`config.mk`:
```
export PLATFORM = sky130hd
export DESIGN_NAME = sram_arbiter_flat
export DESIGN_NICKNAME = d
export VERILOG_FILES = /design/src/rtl/sram_arbiter_if.sv /design/src/rtl/sram_arbiter.sv /design/src/flat_wrapper.sv
export SDC_FILE = /design/constraint.sdc
export NUM_CORES = 1
export LEC_CHECK = 0
export ABC_AREA = 0
export ABC_CLOCK_PERIOD_IN_PS = 5700
export CORE_AREA = 4 4 141 143
export DETAILED_ROUTE_END_ITERATION = 10
export DIE_AREA = 0 0 145 147
export PLACE_DENSITY_LB_ADDON = 0.12
export RECOVER_POWER = 50
export REMOVE_ABC_BUFFERS = 1
export SYNTH_ARGS = -nofsm -noshare
export SYNTH_HDL_FRONTEND = slang
export SYNTH_SLANG_ARGS = --single-unit
```
`constraint.sdc`:
```
create_clock -name clk -period 5.7 [get_ports clk]
set_input_delay 1.14 -clock clk [delete_from_list [all_inputs] [get_ports clk]]
set_output_delay 1.14 -clock clk [all_outputs]
set_load 0.03 [all_outputs]
```
`src/rtl/sram_arbiter_if.sv`:
```
// Bundle of the four requester ports and the SRAM controller req/ack link.
// The arbiter takes the slave view; the requesters/controller side takes the master view.
`timescale 1ns/1ps
interface sram_arbiter_if #(
    parameter int ADDR_W = 24,
    parameter int DATA_W = 32
);
    logic [3:0]          port_req;
    logic [3:0]          port_we;
    logic [4*ADDR_W-1:0] port_addr;
    logic [4*DATA_W-1:0] port_wdata;
    logic [3:0]          port_grant;
    logic [3:0]          port_ack;
    logic [DATA_W-1:0]   port_rdata;
    logic                mem_req;
    logic                mem_we;
    logic [ADDR_W-1:0]   mem_addr;
    logic [DATA_W-1:0]   mem_wdata;
    logic [DATA_W-1:0]   mem_rdata;
    logic                mem_ack;
    logic                mem_ready;

    modport slave (
        input  port_req, port_we, port_addr, port_wdata, mem_rdata, mem_ack, mem_ready,
        output port_grant, port_ack, port_rdata, mem_req, mem_we, mem_addr, mem_wdata
    );

    modport master (
        output port_req, port_we, port_addr, port_wdata, mem_rdata, mem_ack, mem_ready,
        input  port_grant, port_ack, port_rdata, mem_req, mem_we, mem_addr, mem_wdata
    );
endinterface

```
`src/rtl/sram_arbiter.sv`:
```
// Four-port SRAM request arbiter: port 0 strict priority, ports 1-3 round-robin,
// one access outstanding, completion routed back to the owning port one cycle after mem_ack.
`timescale 1ns/1ps
module sram_arbiter #(
    parameter int ADDR_W = 24,
    parameter int DATA_W = 32
) (
    input  logic          clk,
    input  logic          rst_n,
    sram_arbiter_if.slave bus
);
    typedef enum logic [1:0] {S_IDLE, S_BUSY, S_ACK} state_t;

    state_t              r_state;
    logic [1:0]          r_owner;
    logic [1:0]          r_rr_ptr;
    logic                r_we;
    logic [ADDR_W-1:0]   r_addr;
    logic [DATA_W-1:0]   r_wdata;

    logic                w_issue;
    logic [1:0]          w_winner;
    logic [1:0]          w_c1;
    logic [1:0]          w_c2;

    function automatic logic [1:0] next_rr(input logic [1:0] p);
        return (p == 2'd3) ? 2'd1 : p + 2'd1;
    endfunction

    assign w_c1 = next_rr(r_rr_ptr);
    assign w_c2 = next_rr(w_c1);

    always_comb begin
        w_winner = 2'd0;
        if (bus.port_req[0])              w_winner = 2'd0;
        else if (bus.port_req[r_rr_ptr])  w_winner = r_rr_ptr;
        else if (bus.port_req[w_c1])      w_winner = w_c1;
        else if (bus.port_req[w_c2])      w_winner = w_c2;
    end

    // Issue is decided in the same cycle the request is seen so a grant can share the ACK cycle;
    // rst_n gating keeps every output quiet while reset is held.
    assign w_issue = rst_n && (r_state != S_BUSY) && bus.mem_ready && (bus.port_req != 4'd0);

    assign bus.port_grant = w_issue ? (4'b0001 << w_winner) : 4'b0000;
    assign bus.mem_req    = w_issue;
    assign bus.mem_we     = w_issue ? bus.port_we[w_winner] : r_we;
    assign bus.mem_addr   = w_issue ? bus.port_addr[int'(w_winner)*ADDR_W +: ADDR_W] : r_addr;
    assign bus.mem_wdata  = w_issue ? bus.port_wdata[int'(w_winner)*DATA_W +: DATA_W] : r_wdata;
    assign bus.port_ack   = (r_state == S_ACK) ? (4'b0001 << r_owner) : 4'b0000;
    assign bus.port_rdata = bus.mem_rdata;

    always_ff @(posedge clk or negedge rst_n) begin
        if (!rst_n) begin
            r_state  <= S_IDLE;
            r_owner  <= 2'd0;
            r_rr_ptr <= 2'd1;
            r_we     <= 1'b0;
            r_addr   <= '0;
            r_wdata  <= '0;
        end else begin
            case (r_state)
                S_BUSY:  if (bus.mem_ack) r_state <= S_ACK;
                S_ACK:   r_state <= S_IDLE;
                default: r_state <= S_IDLE;
            endcase
            if (w_issue) begin
                r_state <= S_BUSY;
                r_owner <= w_winner;
                r_we    <= bus.port_we[w_winner];
                r_addr  <= bus.port_addr[int'(w_winner)*ADDR_W +: ADDR_W];
                r_wdata <= bus.port_wdata[int'(w_winner)*DATA_W +: DATA_W];
                if (w_winner != 2'd0) r_rr_ptr <= next_rr(w_winner);
            end
        end
    end
endmodule
```
`src/flat_wrapper.sv`:
```
// flat-port wrapper written by rule: the top's interface ports become plain ports
module sram_arbiter_flat 
#(
    parameter int ADDR_W = 24,
    parameter int DATA_W = 32
)
  (clk, rst_n, bus_port_req, bus_port_we, bus_port_addr, bus_port_wdata, bus_mem_rdata, bus_mem_ack, bus_mem_ready, bus_port_grant, bus_port_ack, bus_port_rdata, bus_mem_req, bus_mem_we, bus_mem_addr, bus_mem_wdata);
  sram_arbiter_if #(.ADDR_W(ADDR_W), .DATA_W(DATA_W)) bus_i ();
  input  logic clk;
  input  logic rst_n;
  input wire logic [$bits(bus_i.port_req)-1:0] bus_port_req;
  input wire logic [$bits(bus_i.port_we)-1:0] bus_port_we;
  input wire logic [$bits(bus_i.port_addr)-1:0] bus_port_addr;
  input wire logic [$bits(bus_i.port_wdata)-1:0] bus_port_wdata;
  input wire logic [$bits(bus_i.mem_rdata)-1:0] bus_mem_rdata;
  input wire logic [$bits(bus_i.mem_ack)-1:0] bus_mem_ack;
  input wire logic [$bits(bus_i.mem_ready)-1:0] bus_mem_ready;
  output wire logic [$bits(bus_i.port_grant)-1:0] bus_port_grant;
  output wire logic [$bits(bus_i.port_ack)-1:0] bus_port_ack;
  output wire logic [$bits(bus_i.port_rdata)-1:0] bus_port_rdata;
  output wire logic [$bits(bus_i.mem_req)-1:0] bus_mem_req;
  output wire logic [$bits(bus_i.mem_we)-1:0] bus_mem_we;
  output wire logic [$bits(bus_i.mem_addr)-1:0] bus_mem_addr;
  output wire logic [$bits(bus_i.mem_wdata)-1:0] bus_mem_wdata;
  assign bus_i.port_req = bus_port_req;
  assign bus_i.port_we = bus_port_we;
  assign bus_i.port_addr = bus_port_addr;
  assign bus_i.port_wdata = bus_port_wdata;
  assign bus_i.mem_rdata = bus_mem_rdata;
  assign bus_i.mem_ack = bus_mem_ack;
  assign bus_i.mem_ready = bus_mem_ready;
  assign bus_port_grant = bus_i.port_grant;
  assign bus_port_ack = bus_i.port_ack;
  assign bus_port_rdata = bus_i.port_rdata;
  assign bus_mem_req = bus_i.mem_req;
  assign bus_mem_we = bus_i.mem_we;
  assign bus_mem_addr = bus_i.mem_addr;
  assign bus_mem_wdata = bus_i.mem_wdata;
  sram_arbiter #(.ADDR_W(ADDR_W), .DATA_W(DATA_W)) u_core (.clk(clk), .rst_n(rst_n), .bus(bus_i));
endmodule
```
# After elaboration in Yosys (flattened, before gate mapping)
# Cells that the tools add are included.
[op_classes]
n_reduce_logical = 6
n_mul = 1
order_cmp = 4
n_addsub = 3
eq_ne = 7
shift = 4
mux = 23
[op_table]
columns = ["op", "count"]
rows = [
  ["variable part select 128 x 8 -> 32 bit", 1],
  ["variable part select 96 x 32 -> 24 bit", 1],
  ["2-to-1 mux 32 bit", 1],
  ["2-to-1 mux 24 bit", 1],
  ["2-to-1 mux 2 bit", 10],
  ["< comparator 2 x 3 -> 1 bit, second input constant", 4],
  ["binary-select mux 1 bit (select 2 bit)", 4],
  ["equality test 2 bit, second input constant", 4],
  ["2-to-1 mux 4 bit", 2],
  ["left shift 1 x 2 -> 4 bit, first input constant", 2],
  ["adder 2 x 1 -> 2 bit, second input constant", 3],
  ["2-to-1 mux 1 bit", 5],
  ["multiplier 2 x 2 -> 4 bit, second input constant", 1],
  ["nonzero test 4 bit", 1],
  ["logical AND 1 bit", 3],
  ["inequality test 3 x 2 -> 1 bit, second input constant", 1],
  ["equality test 2 x 1 -> 1 bit, second input constant", 1],
  ["inequality test 2 x 1 -> 1 bit, second input constant", 1],
  ["AND reduction 2 bit", 1],
  ["nonzero test 2 bit", 1],
]
[totals]
word_cells = 54
reg_bits = 63

# Longest topological paths before layout
[logic_depth]
depth_word = 13
mapped_depth = 14

# Worst setup path before layout
# No wires, ideal clock.
[synth_path]
path_type = "input -> output"
start = "input port bus_port_req[0]"
end = "output port bus_mem_addr[14]"
path_slack_ns = 1.291
required_time_ns = 4.560
path_stages = 12
arrival_time_ns = 3.269
path_cell_list = "buf_2 -> nand2_1 -> nand2_1 -> a22oi_1 -> or2_1 -> buf_2 -> and2_4 -> inv_2 -> buf_6 -> buf_2 -> a221oi_1 -> o31ai_1"
[synth_via]
elab_chain_cells = 9
word_cells_on_any_way = 15
[synth_rtl]
columns = ["item", "line", "source"]
rows = [
  ["start: declaration", "flat_wrapper.sv:11", "input wire logic [$bits(bus_i.port_req)-1:0] bus_port_req;"],
  ["binary-select mux 1 bit (select 2 bit)", "sram_arbiter.sv:38", "else if (bus.port_req[w_c2]) w_winner = w_c2;"],
  ["2-to-1 mux 1 bit (implied by the code)", "sram_arbiter.sv:38", ""],
  ["2-to-1 mux 2 bit", "sram_arbiter.sv:38", ""],
  ["2-to-1 mux 2 bit", "sram_arbiter.sv:37", "else if (bus.port_req[w_c1]) w_winner = w_c1;"],
  ["2-to-1 mux 2 bit", "sram_arbiter.sv:36", "else if (bus.port_req[r_rr_ptr]) w_winner = r_rr_ptr;"],
  ["2-to-1 mux 2 bit (*)", "sram_arbiter.sv:35", "if (bus.port_req[0]) w_winner = 2'd0;"],
  ["net u_core.w_winner[1]", "sram_arbiter.sv:22", "logic [1:0] w_winner;"],
  ["multiplier 2 x 2 -> 4 bit (*)", "sram_arbiter.sv:48", "assign bus.mem_addr = w_issue ? bus.port_addr[int'(w_winner)*ADDR_W +: ADDR_W] : r_addr;"],
  ["variable part select 96 x 32 -> 24 bit (*)", "sram_arbiter.sv:48", ""],
  ["2-to-1 mux 24 bit (*)", "sram_arbiter.sv:48", ""],
  ["end: declaration", "flat_wrapper.sv:23", "output wire logic [$bits(bus_i.mem_addr)-1:0] bus_mem_addr;"],
]
# The timed path passes the listed nets; every way through them passes the cells marked *. The select of a mux whose other input is x is not followed.

# Final worst setup path
[layout_path]
start = "input port bus_port_req[1]"
end = "output port bus_mem_addr[21]"
[layout_via]
elab_chain_cells = 9
word_cells_on_any_way = 15
[layout_rtl]
columns = ["item", "line"]
rows = [
  ["binary-select mux 1 bit (select 2 bit)", "sram_arbiter.sv:38"],
  ["2-to-1 mux 1 bit (implied by the code)", "sram_arbiter.sv:38"],
  ["2-to-1 mux 2 bit", "sram_arbiter.sv:38"],
  ["2-to-1 mux 2 bit", "sram_arbiter.sv:37"],
  ["2-to-1 mux 2 bit", "sram_arbiter.sv:36"],
  ["2-to-1 mux 2 bit", "sram_arbiter.sv:35"],
  ["multiplier 2 x 2 -> 4 bit", "sram_arbiter.sv:48"],
  ["variable part select 96 x 32 -> 24 bit", "sram_arbiter.sv:48"],
  ["2-to-1 mux 24 bit (*)", "sram_arbiter.sv:48"],
]
# Every way passes the cells marked *; elsewhere a longest branch is shown, timed or not. The select of a mux whose other input is x is not followed.

==> impl_metrics.csv <==
group,metric,value,unit
placed_design,place_hpwl,16.1,mm
detailed_routing,wl,23.4,mm
sta,post-route-period-util,95.6,%
logic_synthesis,synth-seq-cells,63,
die,std_cell_rows,50,
placed_design,gp_congestion,0.762,
logic_synthesis,synth_area_per_cell,8.82,sq um
logic_synthesis,synth_top_cell_by_area,"dfrtp_1",
job,cap_violations,1,
detailed_routing,via_per_inst,5.58,
sta,setup_viol,0,
clock_tree,post_cts_resized,0,
die,die_h,147,um
sta,timing.final.crit_period,5.45,ns
power_and_ir_drop,irDropWorstVdd,0.509,mV
sta,slew_headroom,-153,%
clock_tree,htree_levels,3,
die,die_area,0.0213,sq mm
hold_path,hold_class,"register to register",
die,die_w,145,um
global_routing,grt_max_degree,115,
detailed_routing,ant_nets,0,
die,coreArea,0.0186,sq mm
worst_setup_path,cp.required,4.56,ns
detailed_routing,initialDrtViolationCount,339,
worst_setup_path,end_kind,"output port",
sta,worst_slack,0.253,ns
worst_setup_path,rrSetupSlack,2.71,ns
layout,final_nets,1061,
layout,drive_above_1_share,4.56,%
logic_synthesis,synth_cells,571,
placed_design,placedCellCount,1010,
die,initial_core_util,27.1,%
clock_tree,postCtsSetupRepairBufs,0,
layout,fillerInstances,1779,
layout,layout_commonest_cell,"clkdlybuf4s50_1",
global_routing,overflow,0,
detailed_routing,vias,5710,
sta,skew,0.00334,ns
power_and_ir_drop,power_leakage,3.03,nW
worst_setup_path,cp_data_arrival_time,4.31,ns
power_and_ir_drop,p_total,3.91,mW
clock_tree,clockBufferDepth,2,
layout,layout_common_cells,"291 x clkdlybuf4s50_1, 114 x nor3b_1, 114 x a221oi_1",
clock_tree,clk_pin_slew_worst_paths,0.05,ns
sta,rsz0062_at_grt,"no",
outcome,status,"complete, but fails checks",
layout,syn2layout_area_growth,63.1,%
sta,fin_tns_setup,0,ns
worst_setup_path,critPathKind,"input port to output port",
global_routing,grt.total_usage,21.1,%
logic_synthesis,synth_warnings,0,
sta,max_freq,184,MHz
clock_tree,worst_skew_pair.late_latency,0.33,ns
clock_tree,clock_sinks,63,
sta,finalMaxSlewViolations,64,
outcome,violations,"capacitance limit, slew limit",
power_and_ir_drop,power_density,475,mW/mm^2
logic_synthesis,async_flop_share,100,%
die,io_pins,366,
detailed_routing,wl_per_cell,22.9,um
clock_tree,holdBufCountCts,0,
placed_design,dp_slack,0.232,ns
clock_tree,cts_tree,"built",
clock_tree,cts_root_buf,"clkbuf_16",
global_routing,antenna_found_initial,0,
layout,diodes,0,
detailed_routing,first_pass_iters,5,
detailed_routing,drc,0,
clock_tree,cts_made_buffers,9,
worst_setup_path,critPathLaunchType,"input port",
global_routing,grt_pass1_vias,5970,
sta,hold_viol_final,0,
logic_synthesis,synthFlopType,"dfrtp_1",
logic_synthesis,synth_edf_count,0,
logic_synthesis,synth_area,0.00504,sq mm
layout,stdcell_count,1023,
logic_synthesis,synth.distinct_cells,34,
worst_setup_path,critical_path.max_fanout,59,
logic_synthesis,yosys-top-cells-area,"dfrtp_1 31%, a221oi_1 20%, nor3b_1 17%",
placed_design,numPortBuffers,301,
sta,tightestPinTransition,3.80,ns
logic_synthesis,yosysSeqAreaShare,31.3,%
global_routing,grt_pass1_wl,35.7,mm
logic_synthesis,synth_top_cell_area_share,30.8,%
## layer usage
metal  track usage, %  up-vias  wire length (um)
li1                 -     2646                 -
met1             26.6     2778             10100
met2             34.2      252             10900
met4             5.94        2               493
met3             7.19       32              1860
met5             3.18        -                86
## where the power goes
part / switching (mW) / internal [mW] / total [mW]
clock: 0.201 / 0.322 / 0.523
combinational: 1.66 / 0.987 / 2.64
sequential: 0.0751 / 0.664 / 0.739
total: 1.93 / 1.97 / 3.91
## cell usage after synthesis, drive strengths merged, types with 2 or more instances
| library cell | n |
|---|---|
| nand2 | 62 |
| a21oi | 2 |
| nor2b | 3 |
| and2 | 5 |
| o21ai | 5 |
| nor4bb | 2 |
| nand2b | 3 |
| nor2 | 8 |
| clkbuf | 56 |
| ha | 6 |
| o31ai | 57 |
| dfrtp | 62 |
| inv | 7 |
| a221oi | 115 |
| buf | 52 |
| nor3b | 114 |
## path summary, 6_finish.rpt
check / cells past startpoint / endpoint / startpoint
worst max-delay path: 9 / bus_mem_addr[21] / bus_port_req[1]
worst min-delay path: 2 / u_core.r_wdata[0] / u_core.r_wdata[0]
worst max register to register: 11 / u_core.r_addr[21] / u_core.r_rr_ptr[0]
worst min register to register: 2 / u_core.r_wdata[0] / u_core.r_wdata[0]
max in group asynchronous: 2 / u_core.r_wdata[31] / rst_n
min in group asynchronous: 2 / u_core.r_wdata[21] / rst_n
## per-stage QoR
step / hold slack (ns) / utilization [%] / cell area, sq um
after floorplan: 0.501 / - / 4480
after global placement: 0.458 / 42.8 / 7960
after detailed placement: 0.467 / 42.8 / 7960
after CTS: 0.477 / 44.3 / 8230
after global routing: 0.495 / 44.2 / 8220
final: 0.473 / 44.2 / 8220
## kinds of logic after synthesis
logic type / after synthesis / share of synthesized area (%)
compound gates: 182 / 30.0
flops: 63 / 31.3
fa+ha+maj: 6 / 1.49
mux: 2 / 0.646
buf+inv: 115 / 11.7
simple gates: 203 / 24.9
## sequential cells by signal, indices dropped and copies added (netlist names)
name	cells
u_core.r_wdata	32
u_core.r_state	2
u_core.r_addr	24
u_core.r_owner	2
u_core.r_rr_ptr	2
u_core.r_we	1
## area by class of cell
type                            count  area [sq um]  share of cell area (%)
Clock buffer                       12           267                    3.24
Clock inverter                      1          5.00                  0.0609
Inverter                            7          27.5                   0.335
Multi-Input combinational cell    393          2880                    35.0
Sequential cell                    63          1580                    19.2
Tap cell                          234           293                    3.56
Timing Repair Buffer              313          3170                    38.6
## critical path, cell delays in order
cell             delay [ns]
clkdlybuf4s50_1        0.57
mux2i_1                0.11
o22ai_1                0.15
nand2b_1               0.11
a221oi_4               0.31
buf_4                  0.67
a221oi_1               0.10
o31ai_1                0.36
clkdlybuf4s50_1        0.74
No activity file was read; power rests on OpenSTA's default activity.
